$ cat src/rtl/trigger_block_param.sv
// trigger_block_param: per-probe condition matcher with OR/AND combine, holdoff counter and sticky trigger,
// configured over a daisy-chained 16-bit register bus.
module trigger_block_param #(
   parameter logic [15:0] BASE_ADDR   = 16'h0000,
   parameter int          N_PROBES    = 4,
   parameter int          PROBE_WIDTH = 16
) (
   input  logic                            clk,
   input  logic                            rst,
   input  logic [N_PROBES*PROBE_WIDTH-1:0] probes_i,
   output logic                            trig,
   input  logic [15:0]                     addr_i,
   input  logic [15:0]                     wdata_i,
   input  logic [15:0]                     rdata_i,
   input  logic                            rw_i,
   input  logic                            valid_i,
   output logic [15:0]                     addr_o,
   output logic [15:0]                     wdata_o,
   output logic [15:0]                     rdata_o,
   output logic                            rw_o,
   output logic                            valid_o
);
   localparam int MAX_ADDR = 2 + 3*N_PROBES;
   // args are held 32 bits wide; bits beyond PROBE_WIDTH are forced to 0 on write
   localparam logic [31:0] MASK = PROBE_WIDTH >= 32 ? '1 : 32'((64'd1 << PROBE_WIDTH) - 64'd1);
   logic                   mode, sticky, pv, hit, wr_en, rd_en, clear, cond;
   logic [15:0]            count, occ, off, rd_val;
   logic [3:0]             op   [N_PROBES];
   logic [31:0]            arg  [N_PROBES];
   logic [PROBE_WIDTH-1:0] prev [N_PROBES];
   logic [N_PROBES-1:0]    en, m;
   assign off   = addr_i - BASE_ADDR;
   assign hit   = addr_i >= BASE_ADDR && off <= 16'(MAX_ADDR);
   assign wr_en = valid_i && rw_i && hit;
   assign rd_en = valid_i && !rw_i && hit;
   assign clear = wr_en && off == 16'd0 && wdata_i[15];
   for (genvar k = 0; k < N_PROBES; k++) begin : g_probe
      logic [31:0] c, p, a;
      assign c     = 32'(probes_i[k*PROBE_WIDTH +: PROBE_WIDTH]);
      assign p     = 32'(prev[k]);
      assign a     = arg[k];
      assign en[k] = op[k] >= 4'd1 && op[k] <= 4'd9;
      assign m[k]  = op[k] == 4'd1 ? pv && c > p :
                     op[k] == 4'd2 ? pv && c < p :
                     op[k] == 4'd3 ? pv && c != p :
                     op[k] == 4'd4 ? c > a :
                     op[k] == 4'd5 ? c < a :
                     op[k] == 4'd6 ? c >= a :
                     op[k] == 4'd7 ? c <= a :
                     op[k] == 4'd8 ? c == a :
                     op[k] == 4'd9 ? c != a : 1'b0;
   end
   assign cond = |en && (mode ? &(m | ~en) : |(m & en));
   always_comb begin
      rd_val = off == 16'd0 ? {14'd0, sticky, mode} : off == 16'd1 ? count : off == 16'd2 ? occ : 16'd0;
      for (int k = 0; k < N_PROBES; k++) begin
         if (off == 16'(3 + 3*k)) rd_val = {12'd0, op[k]};
         if (off == 16'(4 + 3*k)) rd_val = arg[k][15:0];
         if (off == 16'(5 + 3*k)) rd_val = arg[k][31:16];
      end
   end
   always_ff @(posedge clk) begin
      if (rst) begin
         mode   <= 1'b0;
         sticky <= 1'b0;
         count  <= '0;
         occ    <= '0;
         pv     <= 1'b0;
         trig   <= 1'b0;
         for (int k = 0; k < N_PROBES; k++) begin
            op[k]   <= '0;
            arg[k]  <= '0;
            prev[k] <= '0;
         end
      end else begin
         pv <= 1'b1;
         for (int k = 0; k < N_PROBES; k++) prev[k] <= probes_i[k*PROBE_WIDTH +: PROBE_WIDTH];
         if (wr_en) begin
            if (off == 16'd0) {sticky, mode} <= wdata_i[1:0];
            if (off == 16'd1) count <= wdata_i;
            for (int k = 0; k < N_PROBES; k++) begin
               if (off == 16'(3 + 3*k)) op[k] <= wdata_i[3:0];
               if (off == 16'(4 + 3*k)) arg[k][15:0] <= wdata_i & MASK[15:0];
               if (off == 16'(5 + 3*k)) arg[k][31:16] <= wdata_i & MASK[31:16];
            end
         end
         if (clear) begin
            occ  <= '0;
            trig <= 1'b0;
         end else if (cond && occ < count) begin
            occ  <= occ + 16'd1;
            trig <= sticky & trig;
         end else if (cond) trig <= 1'b1;
         else trig <= sticky & trig;
      end
   end
   always_ff @(posedge clk) begin
      if (rst) begin
         addr_o  <= '0;
         wdata_o <= '0;
         rdata_o <= '0;
         rw_o    <= 1'b0;
         valid_o <= 1'b0;
      end else begin
         addr_o  <= addr_i;
         wdata_o <= wdata_i;
         rdata_o <= rd_en ? rd_val : rdata_i;
         rw_o    <= rw_i;
         valid_o <= valid_i;
      end
   end
endmodule
$ cat config.mk
export PLATFORM = sky130hd
export DESIGN_NAME = trigger_block_param
export DESIGN_NICKNAME = d
export VERILOG_FILES = /design/src/rtl/trigger_block_param.sv
export SDC_FILE = /design/constraint.sdc
export NUM_CORES = 1
export LEC_CHECK = 0
export BUFFER_PORTS_ARGS = -buffer_cell sky130_fd_sc_hd__buf_2
export CAP_MARGIN = 20
export CORE_UTILIZATION = 50
export CTS_BUF_LIST = sky130_fd_sc_hd__clkbuf_16
export CTS_CLUSTER_SIZE = 16
export DETAILED_ROUTE_END_ITERATION = 8
export PLACE_DENSITY = 0.77
export SYNTH_ARGS = -nofsm -noshare
export SYNTH_HDL_FRONTEND = slang
export SYNTH_SLANG_ARGS = --single-unit
$ cat constraint.sdc
create_clock -name clk -period 4 [get_ports clk]
set_clock_uncertainty 0.1 [all_clocks]
set_input_delay 0 -clock clk [delete_from_list [all_inputs] [get_ports clk]]
set_output_delay 0 -clock clk [all_outputs]
set_load 0.01 [all_outputs]
# Word-level counts from Yosys, hierarchy flattened
# Memory sizes are Yosys's and may differ from the RTL's.
# Cells that the tools add are included.
[classes]
bitwise = 16
n_eq_ne = 62
muxes = 102
reduce_logical = 33
addsub = 1
multipliers = 0
magnitude_cmp = 35
shift = 0
div = 0
[ops]
columns = ["op", "n"]
rows = [
  ["$mux 16", 24],
  ["$eq 16x32->1", 4],
  ["$ge 16x32->1", 4],
  ["$gt 16x32->1", 4],
  ["$le 16x32->1", 4],
  ["$lt 16x32->1", 4],
  ["$ne 16x32->1", 4],
  ["$eq 16x4->1 const B", 7],
  ["$lt 16x16->1", 5],
  ["$mux 1", 74],
  ["$eq 16x3->1 const B", 4],
  ["$eq 4x3->1 const B", 16],
  ["$gt 16x16->1", 4],
  ["$ne 16x16->1", 4],
  ["$eq 16x2->1 const B", 2],
  ["$eq 4x2->1 const B", 8],
  ["$eq 4x4->1 const B", 8],
  ["$logic_and 1x1->1", 25],
  ["$add 16x1->16 const B", 1],
  ["$eq 16x1->1 const B", 1],
  ["$eq 4x1->1 const B", 4],
  ["$ge 16x1->1 const B", 1],
  ["$ge 4x1->1 const B", 4],
  ["$le 16x4->1 const B", 1],
  ["other kinds (13)", 32],
]
[totals]
inputBits = 116
rom_bits = 0
register_bits = 86
n_memories = 3
mem_bits_rw = 144
latch_bits = 0
word_cells = 263
[memory_table]
columns = ["name", "words", "width", "rd", "rd_clocked_by_memory_dff", "wr", "line_no", "rtl"]
rows = [
  ["arg", 4, 16, 4, 0, 4, "29", "logic [31:0] arg [N_PROBES];"],
  ["prev", 4, 16, 4, 0, 4, "30", "logic [PROBE_WIDTH-1:0] prev [N_PROBES];"],
  ["op", 4, 4, 4, 0, 4, "28", "logic [3:0] op [N_PROBES];"],
]

# Longest topological paths before layout
# Gate-level depths: netlist (run 1).
[logic_depth]
ltp_word = 17
mapped_depth = 13
depth_no_buf = 13

# Worst setup path after synthesis (run 1)
# OpenSTA, ideal clock, no wires.
[synth_timing]
path_type = "flip-flop to flip-flop"
start = "mem arg[2][14] (netlist bit)"
end = "reg occ[1]"
n_path_buf = 0
required_ns = 3.772
t_arrival_ns = 3.012
stages_incl_launch_ff = 14
setup_time_ns = 0.128
period_less_slack_ns = 3.239
slack_ns = 0.761
cell_sequence = "edfxtp_1 -> inv_1 -> ha_1 -> nand4_2 -> or4_4 -> nor2_4 -> xor2_2 -> a2111oi_2 -> o21ai_0 -> o41ai_2 -> a31oi_4 -> nand2_4 -> mux2i_1 -> nor2_1"
[synth_lines]
columns = ["element", "line_no", "rtl"]
rows = [
  ["from (decl)", "29", ""],
  ["to (signal assigned)", "91", "occ <= occ + 16'd1;"],
  ["to (decl)", "27", "logic [15:0] count, occ, off, rd_val;"],
]

==> impl.org, run 1 <==
** Status
- The flow ran to the end, and the final reports show no timing, DRC or antenna violations.

** Floorplan
- Area of the core :: 24500 sq um
- Area enclosed by the die boundary :: 25700 sq um
- Die Span Y :: 160 um
- Die X-Extent :: 160 um
- Starting Density :: just over 50%
- Std cell rows :: 57
- Number of ports placed on the die boundary :: 167

** Timing
- For the final routed database, the setup TNS stands at 0 ps.
- Worst Tran Pin Value :: 1070 ps
- Setup violations remaining at the end of the flow were counted as 0.
- The final count of hold timing violations was 0.
- Shortest clock period the worst path allows after layout :: 3690 ps
- Measured against its own limit, the worst slew margin works out to 28.2%.
- Based on the critical path, the design can be clocked at up to 0.271 GHz.
- Period utilization :: 92.2%
- The number of slew-limit violations in the final report came to 0.
- Worst Slack Setup Final :: 311 ps
- Setup repair after global routing left no endpoint under its margin.

** CTS
- For this design, the sink count on the clock tree is 230.
- TritonCTS created 25 clock buffers.
- CTS H-tree depth :: 1
- No sink is reached through more buffers than the 3 on the longest clock path.
- TritonCTS built the clock tree.
- The clock reaches the later pin of the worst-skew pair after 530 ps.
- Post-CTS repair changed the size of 0 cells.
- Clock root buffer :: clkbuf_16
- Worst-path clk slew :: ~60 ps

** Critical path
- Arrival @ worst endpoint :: 3980 ps
- Cell with the biggest individual delay on the critical path :: nor4_1
- Top cell family by delay on the critical path :: compound AO/OA/AOI/OAI gates
- The setup path with the least slack is of type reg2reg.
- Data on the critical path is required at its endpoint by 4290 ps.
- Delay of the slowest cell on the worst path :: 600 ps
- STA classifies the critical path endpoint as a flip-flop.
- Worst-path cell chain :: inv_1 > ha_1 > nand4_1 > nor4_1 > nor4b_1 > a41o_1 > a2111oi_2 > o21ai_0 > o41ai_2 > a31oi_4 > nand4_1 > xor2_1 > nor2_1
- STA classifies the critical path startpoint as a flip-flop.
- The cell that appears most often on the critical path is nand4_1.
- Together, buffers and inverters on the worst path number 1.
- Along the worst path, the maximum fanout reaches 9.

** Placement
- Estimated wirelength of the detail-placed design :: between 20 and 30 mm
- IO buf count :: 166
- Worst-case setup slack after placement :: 433 ps
- Gp weighted congestion :: roughly 0.96

** Routing
- Drt first pass iters :: 8
- After detailed routing, the met3 layer carries roughly 4.2 mm of wire.
- Final Routed Wirelength :: 39.8 mm
- Initial DRC Count :: 1488
- Total length of routed met2 wires :: around 18 mm
- ANT nets after route :: 0
- Detailed routing inserted a total of approximately 12000 vias.
- For this block, wires on met1 add up to between 15 and 20 mm.
- Highest routing layer actually used :: met4
- Wire length per cell after detailed routing :: 19.6 um
- After detailed routing, the number of vias per cell comes to slightly below 6.
- Drc violations :: 0

** Synth
- The synthesized netlist contains 75 unique library cells.
- Fraction of the yosys area taken by sequential cells :: 43.1%
- Of all flip-flops after synthesis, the portion carrying an async set or reset was 0%.
- Summed over all instances, the cell type with the most area after synthesis is dfxtp_1.
- Synthesis warning total :: 0
- Among all flip-flop cells after synthesis, the most frequent one is dfxtp_1.
- In the post-synthesis netlist, the biggest area contributors are dfxtp_1 24%, edfxtp_1 19%, ha_1 14%.
- Area share of the largest cell type after synthesis :: 24.0%
- The synthesized design contains between 200 and 250 register bits.
- Syn_nets :: between 1500 and 2000
- Mapped Area :: 12500 sq um
- In the synthesized netlist, the number of instances is 1374.
- Number of enable flip-flop cells after synthesis :: 80
- Mean area per synthesized cell :: 9.12 sq um

** Cells and area
- Most frequent cells in the layout :: 176 x inv_1, 165 x buf_2, 150 x dfxtp_1, 149 x nor2_1, 144 x ha_1
- Cells with a size suffix above 1 make up between 10% and 20% of the layout.
- Ant. Diodes :: 0
- The area growth from synthesis to layout is 27.3%.
- The library cell used most frequently in the layout, excluding fill and tap cells, is inv_1.
- At the end of the flow, the number of nets in the layout was 1946.

** GRT
- After global routing the overflow that remains totals 0.
- Antenna violations before repair :: 0
- Combined global-route utilization of all metal layers :: 30.7%
- Maximum number of pins on one net before global-route repair :: 81
- The first global-routing pass estimated 61.4 mm of wire.
- The number of global-route vias before repair was 11400.

** Pwr
- In this run the power density over the cells is 353 nW/um^2.
- Summed over all cells, the static leakage comes to between 7 and 8 nW.
- Highest ir drop seen on vdd :: 0.349 mV

** Worst hold path
- Path type of the worst min-delay path :: in2reg

** Flow run
- Across the run, the number of max-cap violations was 0.
==> state kept, by name, indices dropped and copies added, names as in the netlist <==
signal   flops
addr_o      16
arg         64
count       16
mode         1
occ         16
op          16
prev        64
pv           1
rdata_o     16
rw_o         1
sticky       1
trig         1
valid_o      1
wdata_o     16
==> worst register-to-register path: cells and delay by family, from the launching register on <==
family | cells | cell delay (ps)
DFF | 1 | 310
buffers and inverters | 1 | 40
and+or+nand+nor | 5 | 1210
AOI/OAI and AO/OA | 5 | 1380
xor gates and xnor gates | 1 | 170
adders and majority gates | 1 | 320
==> worst paths after layout <==
| path | start | endpoint | slack, ps | depth (start not counted) |
|---|---|---|---|---|
| setup / recovery | prev[2][15] | occ[9] | 310 | 13 |
| hold / removal | addr_i[7] | addr_o[7] | 170 | 3 |
| setup reg to reg | prev[2][15] | occ[9] | 310 | 13 |
| hold reg to reg | count[0] | count[0] | 430 | 2 |
==> cells by family after synthesis <==
family          synth area share (%)
simple gates                    19.4
compound gates                  14.0
flops                           43.1
fa+ha+maj                       14.4
buf+inv                         6.41
xor+xnor                       0.619
mux                             2.07
==> cells in the mapped netlist (9+ instances only) <==
cell        n
nor2_1    149
o21ai_0    39
inv_1     171
a222oi_1   10
nand3_1    30
a21o_1     11
ha_1      144
mux2i_1    18
clkbuf_1   39
a22oi_1    29
nor2b_1    85
nor3_1      9
nand2_1   128
dfxtp_1   150
nand4_1    33
a22o_1     10
and3_1      9
o211ai_1   11
edfxtp_1   80
a21oi_1    89
a211oi_1   10
==> power by group <==
group          internal, mW  leakage (nW)  switching (mW)
registers              2.52          2.00          0.0646
logic                 0.356          4.66           0.451
clock network          1.29         0.408           0.938
==> metal layers <==
| layer | vias up | track usage, % |
|---|---|---|
| met4 | 0 | 13.2 |
| met2 | 769 | 50.2 |
| met3 | 140 | 5.50 |
| met1 | 5431 | 39.9 |
| li1 | 5443 | - |
| met5 | - | 0 |
==> final cells by class <==
cell class	instances	area (sq um)
clock buffers	26	651
clock inverters	19	131
fillers	1908	8510
inverters	173	649
multi-input cells	930	6320
flip-flops and latches	230	5410
well taps	324	405
repair buffers	326	2390
==> stage by stage <==
step	std cells	total power [mW]	area, sq um	util (%)	hold WS (ps)
after floorplan	1374	3.03	12500	-	28.2
after global placement	1840	3.29	13700	56.2	130
after detailed placement	1840	3.31	13700	56.2	139
after CTS	2028	5.61	16000	65.2	132
after global routing	2028	5.82	16000	65.2	175
final	2028	5.63	16000	65.2	166
==> what timing repair did <==
action,in CTS,in global routing
hold endpoints to repair,170,0
hold buffers,143,0
buffers inserted,0,0
No activity file was read; power rests on OpenSTA's default activity.
==> inputs of run 2 (changes only) <==
- CTS_BUF_LIST: sky130_fd_sc_hd__clkbuf_16 -> sky130_fd_sc_hd__clkbuf_4
==> run 2 against run 1 <==
  * Die area did not move
  * Core utilization is 3.7 points higher
  * Worst setup slack worse by 63 ps
  * Non-clock buffer count up 93
  * First-iteration DRC count increased by 2.8%
  * Cell count up 7.8%
  * Power down 0.94%
  * Register-to-register slack worse by 60 ps
  * Routed wire length rose by 12%
  * Hold slack got worse by 150 ps
  * Critical path type unchanged
  * Critical endpoint is now occ[5]
  * Largest cell class unchanged
  * Largest power group unchanged
  * Highest routed layer unchanged
==> impl.org, run 2 (synthesized netlist as in run 1, its figures left out) <==
** Critical path
- Cell count along the critical path :: 13
- At the worst endpoint, the arrival time is 4310 ps.
- Worst setup path endpoint :: occ[5]
- Buf/Inv on CP :: 1
- End of the worst register-to-register path :: occ[5]
- Delay of the slowest cell on the worst path :: 480 ps
- Critical-path maximum fanout :: 9
- Critical Path Most Common Cell :: a21oi_1
- RR Startpoint :: arg[0][7]
- The worst setup path is of the reg2reg kind.
- The worst setup path is captured at a flip-flop.
- The slowest stage of the critical path belongs to the cell or4_1.
- Type of element launching the critical path :: flip-flop
- The setup check on the worst reg-to-reg path leaves a slack of 250 ps.
- Top cell family by delay on the critical path :: compound AO/OA/AOI/OAI gates
- Worst-case reg-to-reg path depth :: 13
- The critical path goes through inv_1 > ha_1 > a21oi_1 > o21ai_1 > a221o_1 > a211oi_1 > mux2i_1 > a21oi_1 > o41ai_2 > a31oi_4 > nand2_4 > or4_1 > a21oi_1.
- The most critical setup path has its startpoint at arg[0][7].
- STA puts the critical path data required time at 4560 ps.

** Timing
- Worst Tran Pin Value :: 1020 ps
- The final critical path takes up 93.8% of the cycle.
- Achievable clock frequency :: approximately 0.27 GHz
- Total setup violations reported at the end of the flow :: 0
- Remaining max-slew budget at the tightest pin :: 31.7%
- Setup repair after global routing left no endpoint under its margin.
- The final count of hold timing violations came to 0.
- Shortest clock period the worst path allows after layout :: roughly 3800 ps
- Setup_tns :: 0 ps
- The number of slew-limit violations in the final report came to 0.

** Pwr
- The design draws 5.57 mW.
- Leakage component of the power :: between 7 and 8 nW
- Power density cells :: 330 nW/um^2
- IR analysis of the VDD net gives a maximum drop of 0.221 mV.

** CTS
- Post-CTS repair changed the size of 0 cells.
- Setup Buffers After CTS :: 0
- After clock tree synthesis, the clock-pin slew on the worst setup and hold paths is 80 ps.
- Clock tree synthesis found a total of 230 sinks.
- Clock root buffer :: clkbuf_4
- Counting the buffers created by CTS gives slightly below 60.
- CTS H-tree depth :: 2
- Worst-skew pair later-pin latency :: ~750 ps
- CTS tree :: done
- CTS max path bufs :: 3
- In this run, post-CTS hold repair placed about 240 buffers.

** GRT
- Vias in the first global route :: 12700
- Antenna violations before repair :: 2
- Combined global-route utilization of all metal layers :: 34.5%
- Entering global routing, the biggest net connects 81 pins.
- First-pass GRT wire length :: 68.5 mm
- The total overflow left after global routing is 0.

** Cells and area
- Final non-filler cell area :: 16900 sq um
- The library cell used most frequently in the layout, excluding fill and tap cells, is dlygate4sd3_1.
- Area added between synthesis and finish :: 34.6%
- Cells with a size suffix above 1 make up about 16% of the layout.
- The largest registers in the layout are arg (64), prev (64).
- The final layout contains around 2100 nets.
- Leaving out fill and tap cells, the most frequent cells in the layout are 236 x dlygate4sd3_1, 171 x inv_1, 165 x buf_2, 150 x dfxtp_1, 149 x nor2_1.

** Placement
- IO buf count :: approximately 170
- Estimated wirelength of the detail-placed design :: around 28 mm
- Gp weighted congestion :: 0.962
- Once placement finished, the instance area stood at 13700 sq um.

** Worst hold path
- Path type of the worst min-delay path :: in2reg

** Status
- The run finished with clean final reports.

** Routing
- After detailed routing, the total wire length is between 40 and 50 mm.
- Vias after detailed routing :: ~13000
- In this run, the number of DRC markers left after iteration 0 of detailed routing was 1529.
- In the routed design, unresolved DRC markers number 0.
- Via-per-instance ratio :: 5.82
- ANT nets after route :: 0
- The first TritonRoute pass finished after 8 iterations.
- After detailed routing, the average wire length per cell comes to around 20 um.

** Floorplan
- The die is 160 um wide.
- Starting Density :: 51.2%
- Area of the core :: 24500 sq um
- Die Span Y :: 160 um
- Std cell rows :: 57
- The floorplan step defined a die boundary enclosing 25700 sq um.
- 167 I/O pins were placed.

** Flow run
- Total of max-cap violations :: 0
[run 2: routing by layer]
metal,vias up,GRT usage [%],share of wire [%]
met5,-,0,0
met4,0,21.0,5.9
met3,211,6.79,11
met2,900,56.3,46
met1,5852,42.2,37
li1,5749,-,-
[run 2: layout make-up]
cell class              count  area [sq um]
diodes                      3          7.51
clock buffers              93           698
clock inverters            14          56.3
fillers                  1749          7600
inverters                 173           649
multi-input cells         930          6320
flip-flops and latches    230          5410
well taps                 324           405
repair buffers            419          3320
[run 2: metrics by stage]
step,cells,utilization (%),setup slack [ps],hold slack [ps]
after global placement,1840,56.2,529,130
after floorplan,1374,-,761,28.2
after CTS,2183,68.9,412,0.0774
final,2186,68.9,249,11.8
after global routing,2185,68.9,63.4,26.7
after detailed placement,1840,56.2,433,139
[run 2: how the worst min path moves through the flow]
stage                 startpoint          end  slack (ps)  cells past startpoint
floorplan             addr_i[10]   addr_o[10]          30                      1
global placement      addr_i[13]   addr_o[13]         130                      2
detailed placement    addr_i[13]   addr_o[13]         140                      2
CTS                 probes_i[59]  prev[3][11]        0.08                      3
global route        probes_i[29]  prev[1][13]          30                      3
finish              probes_i[59]  prev[3][11]          10                      3
[run 2: worst reg2reg max path, cell delays in order, from the launching register on]
cell      delay [ps]
edfxtp_1         430
inv_1            100
ha_1             260
a21oi_1          180
o21ai_1           90
a221o_1          370
a211oi_1         410
mux2i_1          170
a21oi_1          290
o41ai_2          150
a31oi_4          350
nand2_4          140
or4_1            480
a21oi_1          150
[run 2: power by group]
group	total [mW]	leakage (nW)	switching [mW]	internal (mW)
combinational	0.898	5.04	0.486	0.412
clock	2.09	0.457	1.04	1.05
sequential	2.59	2.00	0.0679	2.52
total	5.57	7.49	1.59	3.98
